==> config.mk <==
export PLATFORM = sky130hd
export DESIGN_NAME = inpkt_v2
export DESIGN_NICKNAME = d
export VERILOG_FILES = /design/src/rtl/inpkt_v2_pkg.sv /design/src/rtl/inpkt_v2_checksum.sv /design/src/rtl/inpkt_v2.sv
export SDC_FILE = /design/constraint.sdc
export NUM_CORES = 1
export LEC_CHECK = 0
export BUFFER_PORTS_ARGS = -buffer_cell sky130_fd_sc_hd__buf_4
export CAP_MARGIN = 20
export CORE_MARGIN = 2
export CORE_UTILIZATION = 60
export DETAILED_ROUTE_END_ITERATION = 6
export GPL_TIMING_DRIVEN = 0
export PLACE_DENSITY = 0.82
export SYNTH_ARGS = -nofsm -noshare
export SYNTH_HDL_FRONTEND = slang
export SYNTH_SLANG_ARGS = --single-unit
==> constraint.sdc <==
create_clock -name CLK -period 7.5 [get_ports CLK]
set_input_delay 1.875 -clock CLK [delete_from_list [all_inputs] [get_ports CLK]]
set_output_delay 1.875 -clock CLK [all_outputs]
set_load 0.02 [all_outputs]
==> src/rtl/inpkt_v2_pkg.sv <==
// inpkt_v2_pkg: shared constants, error codes and state encoding for the inbound packet parser
package inpkt_v2_pkg;
  localparam logic [7:0] TYPE_D1 = 8'hD1;
  localparam logic [7:0] TYPE_D2 = 8'hD2;
  localparam logic [7:0] TYPE_D3 = 8'hD3;
  localparam int HEADER_LEN = 10;
  localparam int CHECKSUM_LEN = 4;
  localparam logic [14:0] HDR_WORDS = 15'(HEADER_LEN / 2);
  localparam logic [14:0] CKS_WORDS = 15'(CHECKSUM_LEN / 2);
  localparam logic [2:0] ERR_NONE = 3'd0;
  localparam logic [2:0] ERR_VERSION = 3'd1;
  localparam logic [2:0] ERR_TYPE = 3'd2;
  localparam logic [2:0] ERR_LEN = 3'd3;
  localparam logic [2:0] ERR_HCKS = 3'd4;
  localparam logic [2:0] ERR_DCKS = 3'd5;
  typedef enum logic [2:0] {HDR, HCKS, DATA, DCKS, ERROR} state_t;
  function automatic logic valid_type(input logic [7:0] t);
    return t == TYPE_D1 || t == TYPE_D2 || t == TYPE_D3;
  endfunction
endpackage

==> src/rtl/inpkt_v2_checksum.sv <==
// inpkt_v2_checksum: 32-bit word-sum accumulator; match when the two trailing words equal ~sum
module inpkt_v2_checksum (
  input  logic        CLK,
  input  logic        RST_N,
  input  logic        clr,
  input  logic        add,
  input  logic        lo_ld,
  input  logic [15:0] din,
  output logic        match
);
  logic [31:0] sum;
  logic [15:0] lo;
  always_ff @(posedge CLK or negedge RST_N)
    if (!RST_N) begin
      sum <= '0;
      lo <= '0;
    end else begin
      sum <= clr ? '0 : add ? sum + {16'd0, din} : sum;
      lo <= lo_ld ? din : lo;
    end
  // checksum arrives low word first, so the high word is compared live from din
  assign match = {din, lo} == ~sum;
endmodule

==> src/rtl/inpkt_v2.sv <==
// inpkt_v2: parses 16-bit FIFO words into header fields and a cut-through payload stream.
// Checksums are verified only when INPKT_CHECKSUM_EN is defined; otherwise they are consumed and ignored.
module inpkt_v2
  import inpkt_v2_pkg::*;
#(
  parameter int VERSION = 1,
  parameter int PKT_TYPE_MSB = 1,
  parameter int PKT_MAX_LEN = 16384
) (
  input  logic                  CLK,
  input  logic                  RST_N,
  input  logic [15:0]           din,
  input  logic                  empty,
  output logic                  rd_en,
  output logic [PKT_TYPE_MSB:0] pkt_type,
  output logic [15:0]           pkt_id,
  output logic [15:0]           pkt_len,
  output logic                  pkt_start,
  output logic [15:0]           dout,
  output logic                  wr_en,
  input  logic                  full,
  output logic                  pkt_end,
  output logic                  pkt_done,
  output logic                  err,
  output logic [2:0]            err_code
);
  localparam int TW = PKT_TYPE_MSB + 1;
  state_t state;
  logic [14:0] cnt;
  logic [1:0] hdr_type;
  logic [15:0] hdr_len;
  logic [15:0] hdr_id;
  logic [2:0] hdr_code;
  logic cks_ok;
  logic last;
  assign rd_en = ~empty & (state != ERROR) & ((state != DATA) | ~full);
  assign wr_en = rd_en & (state == DATA);
  assign dout = (state == DATA) ? din : '0;
  assign last = cnt == pkt_len[15:1] - 15'd1;
  assign pkt_end = wr_en & last;
  // checks for the header word currently on din; only acted on while in HDR
  assign hdr_code = (cnt == 15'd0) ? ((din[7:0] != 8'(VERSION)) ? ERR_VERSION :
                                      !valid_type(din[15:8]) ? ERR_TYPE : ERR_NONE) :
                    (cnt == 15'd2) ? ((din == 16'd0 || din[0] || 32'(din) > 32'(PKT_MAX_LEN)) ? ERR_LEN : ERR_NONE) :
                    (cnt == 15'd3 && din != 16'd0) ? ERR_LEN : ERR_NONE;
`ifdef INPKT_CHECKSUM_EN
  inpkt_v2_checksum u_cks (
    .CLK   (CLK),
    .RST_N (RST_N),
    .clr   (rd_en & (state == HCKS || state == DCKS) & (cnt == CKS_WORDS - 15'd1)),
    .add   (rd_en & (state == HDR || state == DATA)),
    .lo_ld (rd_en & (state == HCKS || state == DCKS) & (cnt == 15'd0)),
    .din   (din),
    .match (cks_ok)
  );
`else
  assign cks_ok = 1'b1;
`endif
  always_ff @(posedge CLK or negedge RST_N)
    if (!RST_N) begin
      state <= HDR;
      cnt <= '0;
      hdr_type <= '0;
      hdr_len <= '0;
      hdr_id <= '0;
      pkt_type <= '0;
      pkt_id <= '0;
      pkt_len <= '0;
      pkt_start <= 1'b0;
      pkt_done <= 1'b0;
      err <= 1'b0;
      err_code <= ERR_NONE;
    end else begin
      pkt_start <= 1'b0;
      pkt_done <= 1'b0;
      if (rd_en) begin
        cnt <= cnt + 15'd1;
        case (state)
          HDR: begin
            if (cnt == 15'd0) hdr_type <= din[9:8];
            if (cnt == 15'd2) hdr_len <= din;
            if (cnt == 15'd4) hdr_id <= din;
            if (hdr_code != ERR_NONE) begin
              state <= ERROR;
              err <= 1'b1;
              err_code <= hdr_code;
            end else if (cnt == HDR_WORDS - 15'd1) begin
              state <= HCKS;
              cnt <= '0;
            end
          end
          HCKS:
            if (cnt == CKS_WORDS - 15'd1) begin
              cnt <= '0;
              if (cks_ok) begin
                state <= DATA;
                pkt_start <= 1'b1;
                pkt_type <= TW'(hdr_type);
                pkt_id <= hdr_id;
                pkt_len <= hdr_len;
              end else begin
                state <= ERROR;
                err <= 1'b1;
                err_code <= ERR_HCKS;
              end
            end
          DATA:
            if (last) begin
              state <= DCKS;
              cnt <= '0;
            end
          DCKS:
            if (cnt == CKS_WORDS - 15'd1) begin
              cnt <= '0;
              if (cks_ok) begin
                state <= HDR;
                pkt_done <= 1'b1;
              end else begin
                state <= ERROR;
                err <= 1'b1;
                err_code <= ERR_DCKS;
              end
            end
          default: ;
        endcase
      end
    end
endmodule
# == Word level (Yosys, flattened, before mapping) ==
# Index checks and enable logic that the tools add are counted.
# Widths: inputs -> output; s select.
# totals
ff_bits,92
in_bits,20
out_inout_bits,59
# classes
addsub,2
magnitude_cmp,1
eq_ne,18
muxes,23
n_bitwise,7
reduce_logical,18
# ops
cell,count
$mux 15,4
$pmux 15 s3,1
$eq 15x2->1 const B,2
$eq 8x8->1 const B,3
$gt 16x15->1 const B,1
$logic_not 16->1,1
$mux 16,1
$reduce_bool 16->1,1
$add 15x1->15 const B,1
$eq 15x1->1 const B,1
$eq 15x15->1,1
$eq 15x3->1 const B,1
$logic_not 15->1,1
$mux 3,5
$reduce_and 3->1,5
$sub 15x1->15 const B,1
$mux 2,6
$pmux 3 s4,1
$ne 8x1->1 const B,1
$eq 3x2->1 const B,2
$ne 2x2->1 const B,3
$ne 3x3->1 const B,2
$reduce_and 6->1,1
$mux 1,5
other kinds (11),18

# == Depth between registers and ports, before layout ==
# logic_depth
depth_word,9
depth_mapped,10
mapped_depth_nobuf,9

# == Worst setup path after synthesis ==
# OpenSTA, ideal clock, no wires.
# synth_timing
kind,input to output
from,in full
to,out pkt_end
arrival_ns,3.116
t_required_ns,5.625
setup_slack_ns,2.509
cell_stages,6
n_path_buf,0
path_cell_list,nand3b_1 -> a21oi_1 -> or2_2 -> clkinv_1 -> and2_1 -> o2111a_1
# synth_between
elab_chain_len,5
# synth_lines
element,line,source
"start, declared",inpkt_v2.sv:21,"input logic full,"
$not 1->1,inpkt_v2.sv:36,assign rd_en = ~empty & (state != ERROR) & ((state != DATA) | ~full);
$or 1x1->1,inpkt_v2.sv:36,
$and 1x1->1,inpkt_v2.sv:36,
named net rd_en,inpkt_v2.sv:14,"output logic rd_en,"
$and 1x1->1,inpkt_v2.sv:37,assign wr_en = rd_en & (state == DATA);
named net wr_en,inpkt_v2.sv:20,"output logic wr_en,"
$and 1x1->1,inpkt_v2.sv:40,assign pkt_end = wr_en & last;
"end, declared",inpkt_v2.sv:22,"output logic pkt_end,"
# The timed path passes the listed nets, and every way through them passes these cells.

# == Worst setup path after layout ==
# layout_timing
from,in full
to,out pkt_end
# layout_between
elab_chain_len,5
# layout_lines
element,line
$not 1->1,inpkt_v2.sv:36
$or 1x1->1,inpkt_v2.sv:36
$and 1x1->1,inpkt_v2.sv:36
$and 1x1->1,inpkt_v2.sv:37
$and 1x1->1,inpkt_v2.sv:40
# Every way passes these cells.

==> run_results.csv <==
group,metric,value,unit
run_status,outcome,"completed",
clock_network,cts_setup_buffers,0,
placed_design,gp_congestion,0.835,
layout,diodes,0,
sta,finalHoldViolCount,0,
placed_design,place_inst,652,
floorplan,start_util,0.610,
worst_hold_path,hp-class,"flip-flop to flip-flop",
critical_path,critPathArrivalTime,3250,ps
power_and_ir_drop,totalPowerFinal,1.92,mW
layout,fin_area,5600,um^2
clock_network,cts_hold_buf,0,
routing,firstDrtPassIters,5,
clock_network,insertion_delay,380,ps
synth,synth_cell_types,59,
power_and_ir_drop,pwr-share-clk,0.174,
sta,setup_ws,2370,ps
layout,final_util,0.732,
clock_network,htreeDepth,3,
synth,synthTopCellsByArea,"dfrtp_1 (49%), nand2_1 (9.4%), mux2_2 (8.2%), xnor2_1 (2.8%), xor2_1 (2.8%)",
sta,holdWs,474,ps
critical_path,start_kind,"input pin",
grt,grt_max_degree,92,
sta,period_share,0.683,
placed_design,dpl_cell_area,5370,um^2
layout,drive_above_1_share,0.268,
synth,syn_avg_cell_area,9.87,um^2
job,cap_violations,0,
synth,yosysSeqAreaShare,0.488,
routing,vias,3732,
sta,fmax,195,MHz
clock_network,numCtsBuffers,9,
critical_path,critPathKind,"input pin to output pin",
sta,relSlewSlack,0.538,
floorplan,die-area,8500,um^2
clock_network,cts_buffer_depth,2,
critical_path,worst-path-max-fanout,10,
clock_network,cts_tree,"done",
synth,async_reset_ff_frac,1.00,
routing,wl_met1,4930,um
grt,overflow,0,
power_and_ir_drop,p_comb_frac,0.415,
critical_path,cp-end-kind,"output pin",
synth,yosysTopAreaCellShare,0.488,
critical_path,worstPathRequired,5620,ps
layout,fill_cells,573,
grt,grt_usage,0.281,
layout,fin_nets,587,
sta,fin_crit,5130,ps
routing,routedWlPerCell,16.8,um
floorplan,die_x,92.2,um
power_and_ir_drop,p_leak,2.75,nW
synth,ys_seq_elements,91,
clock_network,clk_pin_slew_worst_paths,100,ps
floorplan,io_pins,79,
power_and_ir_drop,ir_worst_vdd,0.000169,V
routing,dr.max_layer_used,"met4",
synth,synth_nets,498,
synth,netlist_area,4670,um^2
routing,met3WireLength,533,um
sta,fin_skew,11.7,ps
clock_network,numClockSinks,91,
sta,finalSetupViolations,0,
power_and_ir_drop,p_sw_frac,0.402,
grt,grt_pass1_wl,18500,um
power_and_ir_drop,power_density,343,nW/um^2
synth,postSynthCellCount,473,
routing,remaining_drc_errors,0,
grt,antenna_found_initial,0,
power_and_ir_drop,switching_power,772,uW
clock_network,root_buffer,"clkbuf_8",
synth,yosys.area.top_type,"dfrtp_1",
routing,drtIter0Drc,168,
grt,grt_pass1_vias,3753,
synth,ys_warn_count,0,
floorplan,num_rows,32,
power_and_ir_drop,cellInternalPower,1.15,mW
routing,finalWirelength,11200,um
synth,yosys_most_used_dff,"dfrtp_1",
sta,slew_violations,0,
power_and_ir_drop,p_seq_frac,0.411,
clock_network,post_cts_resized,0,
routing,ant_nets,0,
sta,grt_setup_unrepaired,"false",
placed_design,dp_hpwl,8380,um
floorplan,dieHeight,92.2,um
routing,dr_wl_met2,5500,um
routing,via_per_inst,5.58,
placed_design,port_buffers,77,
layout,syn_to_final_growth,20.0,%
synth,synth-edff-count,0,
sta,timing.setup.tns,0,ps
floorplan,core_area,7650,um^2
layout,final_cells,669,
sta,worstMarginPinSlew,687,ps
placed_design,pre_cts_ws,2410,ps
-- layer usage --
layer / vias up / global-route usage
met5: - / 0
met4: 0 / 0.116
met3: 20 / 0.0386
met2: 95 / 0.455
met1: 1830 / 0.384
li1: 1787 / -
-- cell families (layout without fill, tap and decap cells) --
logic type | Yosys count | in the layout | share of synthesized area
buffers and inverters | 34 | 128 | 0.0346
other | 1 | 1 | 0.000803
AO/OA/AOI/OAI | 39 | 39 | 0.0654
AND/OR/NAND/NOR | 239 | 239 | 0.260
XOR/XNOR | 30 | 30 | 0.0563
multiplexers | 34 | 34 | 0.0820
flip-flops | 91 | 91 | 0.488
adder cells (fa/ha/maj) | 5 | 5 | 0.0134
-- synth_stat cells, drive strengths merged, types with 2 or more instances --
library cell  count
and2             19
and4              3
o211ai            3
nand4b            2
xnor2            15
and3              5
nor4             11
or4               3
clkbuf           20
ha                5
nor2             24
o22ai             2
mux2             34
a31oi             3
dfrtp            91
nor3             13
buf               7
o31ai             3
a21oi             7
xor2             15
nand2           118
nor3b             7
or3               6
a41o              2
o21ai             4
inv               6
or2               3
nand2b            5
a21boi            3
nand4             5
nand3            10
nand3b            2
a41oi             3
-- critical path: stages --
cell,delay [ps]
buf_4,130
nand3b_1,70
a21oi_1,60
or2_2,340
clkinv_1,200
and2_1,210
o2111a_1,210
buf_4,150
-- cell type report --
class	count	area [um^2]	share of cell area
sequential	91	2280	0.407
multi-input combinational	348	2230	0.398
timing repair buffer	78	606	0.108
buffer	27	135	0.0241
tap	102	128	0.0228
clock buffer	9	124	0.0221
clock inverter	7	75.1	0.0134
inverter	7	26.3	0.00469
-- state kept, by name, indices dropped and copies added, names as in the netlist --
| signal | cells |
|---|---|
| state | 3 |
| pkt_type | 2 |
| pkt_id | 16 |
| err_code | 2 |
| cnt | 15 |
| hdr_len | 16 |
| hdr_type | 2 |
| err | 1 |
| pkt_len | 16 |
| hdr_id | 16 |
| pkt_start | 1 |
| pkt_done | 1 |
-- placed cells by master (no fill, tap or decap), types with 10 or more instances in the layout --
master      n
xnor2_1    15
mux2_2     34
nor2_1     24
xor2_1     15
clkbuf_1   19
and2_1     19
buf_4      79
dfrtp_1    91
nand3_1    10
nand2_1   117
nor3_1     11
-- final timing paths --
path / start / endpoint / slack (ps) / cells after the start
setup / recovery: full / pkt_end / 2370 / 8
hold / removal: err$_DFFE_PN0P_ / err$_DFFE_PN0P_ / 470 / 1
setup reg to reg: cnt[11]$_DFFE_PN0P_ / pkt_len[4]$_DFFE_PN0P_ / 4580 / 8
hold reg to reg: err$_DFFE_PN0P_ / err$_DFFE_PN0P_ / 470 / 1
max in group asynchronous: RST_N / cnt[11]$_DFFE_PN0P_ / 5530 / 2
min in group asynchronous: RST_N / pkt_id[11]$_DFFE_PN0P_ / 1340 / 1
-- power groups by stage --
stage | clock (mW) | sequential, mW | combinational [mW]
6_report | 0.335 | 0.789 | 0.796
5_1_grt | 0.364 | 0.810 | 0.878
4_1_cts | 0.340 | 0.785 | 0.796
3_5_place_dp | 0 | 0.795 | 0.795
3_3_place_gp | 0 | 0.785 | 0.776
2_1_floorplan | 0 | 0.835 | 0.488
Power figures use the tool's default switching activity.
